`config.mk`:
```
export PLATFORM = sky130hd
export DESIGN_NAME = wb_dsp_bus_master
export DESIGN_NICKNAME = d
export VERILOG_FILES = /design/src/rtl/wb_dsp_bus_master.sv
export SDC_FILE = /design/constraint.sdc
export NUM_CORES = 1
export LEC_CHECK = 0
export ABC_AREA = 1
export CAP_MARGIN = 5
export CORE_MARGIN = 8
export CORE_UTILIZATION = 44
export DETAILED_ROUTE_END_ITERATION = 16
export GPL_TIMING_DRIVEN = 0
export PLACE_DENSITY = 0.84
export SLEW_MARGIN = 20
export SYNTH_ARGS = -nofsm -noshare
export SYNTH_HDL_FRONTEND = slang
export SYNTH_SLANG_ARGS = --single-unit
```
`constraint.sdc`:
```
create_clock -name wb_clk -period 4.6 [get_ports wb_clk]
set_clock_uncertainty 0.1 [all_clocks]
set_input_delay 0.69 -clock wb_clk [delete_from_list [all_inputs] [get_ports wb_clk]]
set_output_delay 0.69 -clock wb_clk [all_outputs]
set_load 0.02 [all_outputs]
```
`src/rtl/wb_dsp_bus_master.sv`:
```
// wb_dsp_bus_master: Wishbone B3 burst master for the DSP core (optional watchdog: WB_DSP_MASTER_TIMEOUT_EN)
module wb_dsp_bus_master #(
  parameter int dw          = 32,
  parameter int aw          = 32,
  parameter int RETRY_LIMIT = 3,
  parameter int TIMEOUT     = 255
) (
  input  logic          wb_clk,
  input  logic          wb_rst_n,
  input  logic          req_start,
  input  logic          req_we,
  input  logic [aw-1:0] req_adr,
  input  logic [2:0]    req_len,
  input  logic [dw-1:0] wr_data,
  output logic          wr_data_ack,
  output logic [dw-1:0] rd_data,
  output logic          rd_valid,
  output logic          busy,
  output logic          done,
  output logic          error,
  output logic [aw-1:0] wb_adr_o,
  output logic [dw-1:0] wb_dat_o,
  output logic [3:0]    wb_sel_o,
  output logic          wb_we_o,
  output logic          wb_cyc_o,
  output logic          wb_stb_o,
  output logic [2:0]    wb_cti_o,
  output logic [1:0]    wb_bte_o,
  input  logic [dw-1:0] wb_dat_i,
  input  logic          wb_ack_i,
  input  logic          wb_err_i,
  input  logic          wb_rty_i
);
  localparam logic [1:0] IDLE = 2'd0, BUS = 2'd1, RETRY = 2'd2, DONE = 2'd3;
  logic [1:0]    state;
  logic          we;
  logic [aw-1:0] adr;
  logic [2:0]    len, beat;
  logic [7:0]    rty_cnt;
  logic          err;
  logic          bus, last, timeout;
  assign bus         = state == BUS;
  assign last        = beat == len;
  assign wb_cyc_o    = bus;
  assign wb_stb_o    = bus;
  assign wb_we_o     = bus & we;
  assign wb_dat_o    = wb_we_o ? wr_data : '0;
  assign wb_sel_o    = 4'hF;
  assign wb_bte_o    = 2'b00;
  assign wb_adr_o    = adr + aw'(beat) * aw'(dw / 8);
  assign wb_cti_o    = len == 3'd0 ? 3'b000 : last ? 3'b111 : 3'b010;
  assign busy        = bus | (state == RETRY);
  assign done        = state == DONE;
  assign error       = done & err;
  assign wr_data_ack = bus & we & wb_ack_i & ~wb_err_i;
`ifdef WB_DSP_MASTER_TIMEOUT_EN
  logic [7:0] wdog;
  assign timeout = bus & ~(wb_ack_i | wb_err_i | wb_rty_i) & (wdog == 8'(TIMEOUT - 1));
  // watchdog counts silent BUS cycles, cleared by any response or by leaving BUS
  always_ff @(posedge wb_clk or negedge wb_rst_n)
    if (!wb_rst_n) wdog <= '0;
    else wdog <= (bus && !(wb_ack_i || wb_err_i || wb_rty_i)) ? wdog + 8'd1 : '0;
`else
  assign timeout = TIMEOUT < 0;
`endif
  // request sequencing: latch request, step beats on ack, handle err/rty/timeout
  always_ff @(posedge wb_clk or negedge wb_rst_n)
    if (!wb_rst_n) begin
      state    <= IDLE;
      we       <= 1'b0;
      adr      <= '0;
      len      <= '0;
      beat     <= '0;
      rty_cnt  <= '0;
      err      <= 1'b0;
      rd_data  <= '0;
      rd_valid <= 1'b0;
    end else begin
      rd_valid <= 1'b0;
      case (state)
        IDLE: if (req_start) begin
          state   <= BUS;
          we      <= req_we;
          adr     <= req_adr;
          len     <= req_len;
          beat    <= '0;
          rty_cnt <= '0;
          err     <= 1'b0;
        end
        BUS: if (wb_err_i) begin
          state <= DONE;
          err   <= 1'b1;
        end else if (wb_ack_i) begin
          rd_valid <= ~we;
          if (!we) rd_data <= wb_dat_i;
          if (last) state <= DONE;
          else beat <= beat + 3'd1;
        end else if (wb_rty_i) begin
          if (rty_cnt == 8'(RETRY_LIMIT)) begin
            state <= DONE;
            err   <= 1'b1;
          end else begin
            rty_cnt <= rty_cnt + 8'd1;
            state   <= RETRY;
          end
        end else if (timeout) begin
          state <= DONE;
          err   <= 1'b1;
        end
        RETRY: state <= BUS;
        default: state <= IDLE;
      endcase
    end
endmodule

```
==> summary.md <==
| Metric | Value |
|---|---|
| Outcome | `finished clean` |
| CTS tree | `done` |
| EDFF count, synth | `0` |
| Worst Setup End Kind | `output pin` |
| Clock sink count | `between 80 and 90` |
| Rows | `38` |
| Die W | `121 µm` |
| Hold WC Path Type | `in2async` |
| Crit path launch type | `register` |
| Flops & latches, synth | `83` |
| Total GRT Usage | `0.212` |
| Num CTS Buffers | `9` |
| Drt first pass iters | `7` |
| Initial Utilization | `0.450` |
| DR WL/cell | `between 10 and 15 µm` |
| CTS max path bufs | `2` |
| Sw Share | `0.450` |
| Yosys cell types | `36` |
| Max-slew violations | `0` |
| Vias in the first global route | `4970` |
| Worst-path maximum fanout | `5` |
| Worst-Skew Late Latency | `0.35 ns` |
| Vias per cell | `approximately 4.7` |
| Antenna cell count | `0` |
| Post-layout power | `4.34 mW` |
| # setup viols final | `0` |
| Design Area, Final | `about 7400 µm²` |
| Lkg Pwr | `between 3 and 4 nW` |
| Seq/Total Area, Yosys | `0.427` |
| CP Class | `reg2out` |
| Hold_buf cts | `0` |
| Setup slack, reg-to-reg | `2.72 ns` |
| Gate power share | `0.570` |
| First-pass GRT wire length | `roughly 25 mm` |
| Yosys top cell area share | `0.427` |
| Commonest non-fill, non-tap cells in the layout | `276 x nand2_1, 211 x clkdlybuf4s50_1, 83 x dfrtp_1` |
| Postcts setup bufs | `0` |
| Core Box Area | `10800 µm²` |
| Async S/R FF share, synth | `1.00` |
| Required @ worst endpoint | `3.81 ns` |
| Routed WL | `about 15 mm` |
| Share of cells above drive strength 1 | `0.0908` |
| PD cells | `586 nW/µm²` |
| Synth area leader | `dfrtp_1` |
| Switching Power | `approximately 2 mW` |
| Gpl congestion | `0.917` |
| Clk root buf | `clkbuf_8` |
| DRC viols | `0` |
| Grt total ovfl | `0` |
| DP Area | `7200 µm²` |
| Vias | `4854` |
| Clk slew on worst S/H paths | `0.10 ns` |
| Post-Place Setup Slack | `around 1.4 ns` |
| Fin crit share | `0.783` |
| Worst-Margin Slew | `0.534 ns` |
| Final Hold Viols | `0` |
| Final Worst Setup Slack | `between 1 and 1.5 ns` |
| Routed Antenna Nets | `0` |
| Commonest non-fill, non-tap cell in the layout | `nand2_1` |
| Flop pwr share | `0.305` |
| Number of nets in the layout | `1014` |
| CTS H-tree depth | `3` |
| Largest cells by area after synthesis | `dfrtp_1 43%, nand2_1 21%, inv_1 5.5%` |
| Pin count of the biggest net entering global routing | `45` |
| Maxcap violations | `0` |
| P&R area growth vs syn | `52.2%` |
| CTS resizes | `0` |
| Max_slew headroom | `0.644` |
| Number of I/O port buffers | `212` |
| Initial antenna violation count | `0` |
| Max VDD drop | `0.000284 V` |
| CP Data Arrival Time | `between 2 and 3 ns` |
| R2R depth | `6` |
| Initial drt markers | `between 200 and 300` |
| Reg-to-Reg Start | `state[1]$_DFFE_PN0P_` |
| P_int | `about 2.4 mW` |
| I/O pin count | `219` |
| Unrepaired setup endpoints after global routing | `false` |
| Synth warnings | `0` |
| Post-placement cell count | `~1000` |
| Cell count after synthesis | `670` |
| RR Endpoint | `len[1]$_DFFE_PN0P_` |
| Non-Filler Instances | `around 1000` |
| Syn avg cell area | `7.26 µm²` |
| Die Area | `14700 µm²` |
| Worst hold slack | `0.195 ns` |
| Fmax | `278 MHz` |
| Detailed Place HPWL | `12.7 mm` |
| Clock Power Share | `0.125` |
| Mapped Area | `4860 µm²` |
| Die height | `121 µm` |
| Ys flop type | `dfrtp_1` |
| Min cycle time layout | `3.60 ns` |
==> critical path, cell delays in order, from the launching register on <==
cell and delay (ns):
dfrtp_1 0.45, ha_1 0.25, fa_1 0.44, nand2_1 0.11
nand2_2 0.07, nand2_2 0.12, inv_2 0.05, nand2_2 0.09
inv_2 0.05, nand2_1 0.08, xor2_1 0.14, clkdlybuf4s50_1 0.62
==> power groups by stage <==
stage	logic, mW	clock network (mW)	registers (mW)
5_1_grt	2.68	0.595	1.36
6_report	2.47	0.543	1.32
3_3_place_gp	2.44	0	1.32
2_1_floorplan	1.23	0	1.43
4_1_cts	2.50	0.556	1.32
3_5_place_dp	2.49	0	1.33
==> final cells by class <==
| cell class | instances | area [µm²] |
|---|---|---|
| plain buffers | 29 | 194 |
| repair buffers | 213 | 2150 |
| clock inverters | 6 | 71.3 |
| clock buffers | 10 | 128 |
| multi-input cells | 481 | 2300 |
| flip-flops and latches | 83 | 2080 |
| inverters | 81 | 304 |
| well taps | 140 | 175 |
| fillers | 906 | 3390 |
==> layer usage <==
layer	GRT usage	vias up	wire length (µm)
li1	-	2467	-
met1	0.215	2196	5690
met2	0.376	176	7780
met3	0.101	15	1790
met4	0.0656	0	218
met5	0	-	0
==> synth_stat cells, types with 3 or more instances <==
| cell type | count |
|---|---|
| nand2_2 | 7 |
| nand3_1 | 23 |
| dfrtp_1 | 83 |
| nor3_2 | 4 |
| xnor2_1 | 7 |
| nor3_1 | 3 |
| o21ai_2 | 7 |
| inv_2 | 10 |
| ha_1 | 9 |
| nand4_1 | 8 |
| buf_4 | 14 |
| nor2_1 | 66 |
| nand2_1 | 276 |
| xor2_1 | 17 |
| buf_6 | 4 |
| nand3b_1 | 5 |
| inv_1 | 71 |
| nor2_2 | 6 |
| o21ai_0 | 19 |
| clkbuf_1 | 9 |
==> worst max-delay path by stage <==
| stage | startpoint | endpoint | slack (ns) | depth (start not counted) |
|---|---|---|---|---|
| 2_1_floorplan | beat[0]$_DFFE_PN0P_ | wb_adr_o[26] | 1.96 | 10 |
| 3_3_place_gp | wb_rst_n | state[1]$_DFFE_PN0P_ | -0.32 | 1 |
| 3_5_place_dp | beat[0]$_DFFE_PN0P_ | wb_adr_o[26] | 1.36 | 11 |
| 4_1_cts | beat[0]$_DFFE_PN0P_ | wb_adr_o[26] | 0.97 | 11 |
| 5_1_grt | beat[0]$_DFFE_PN0P_ | wb_adr_o[26] | 0.80 | 11 |
| 6_report | beat[0]$_DFFE_PN0P_ | wb_adr_o[26] | 1.00 | 11 |
==> per-stage QoR <==
step / TNS, ns / utilization
3_3_place_gp: -26.03 / 0.665
4_1_cts: 0 / 0.685
6_report: 0 / 0.685
5_1_grt: 0 / 0.685
3_5_place_dp: 0 / 0.667
2_1_floorplan: 0 / -
==> logic make-up (layout without fill, tap and decap cells) <==
logic type | after synthesis | count (layout) | synth area share
flops | 83 | 83 | 0.427
simple gates | 408 | 408 | 0.357
other cells | 2 | 6 | 0.00154
compound gates | 33 | 33 | 0.0417
xor+xnor | 24 | 24 | 0.0432
buf+inv | 110 | 339 | 0.102
fa+ha+maj | 10 | 10 | 0.0273
==> flip-flops by register name, summed over array words and instances (netlist names) <==
register and flops:
adr 32, we 1, beat 3, err 1, state 2, rd_data 32, len 3, rd_valid 1
rty_cnt 8
No activity file was read; power rests on OpenSTA's default activity.
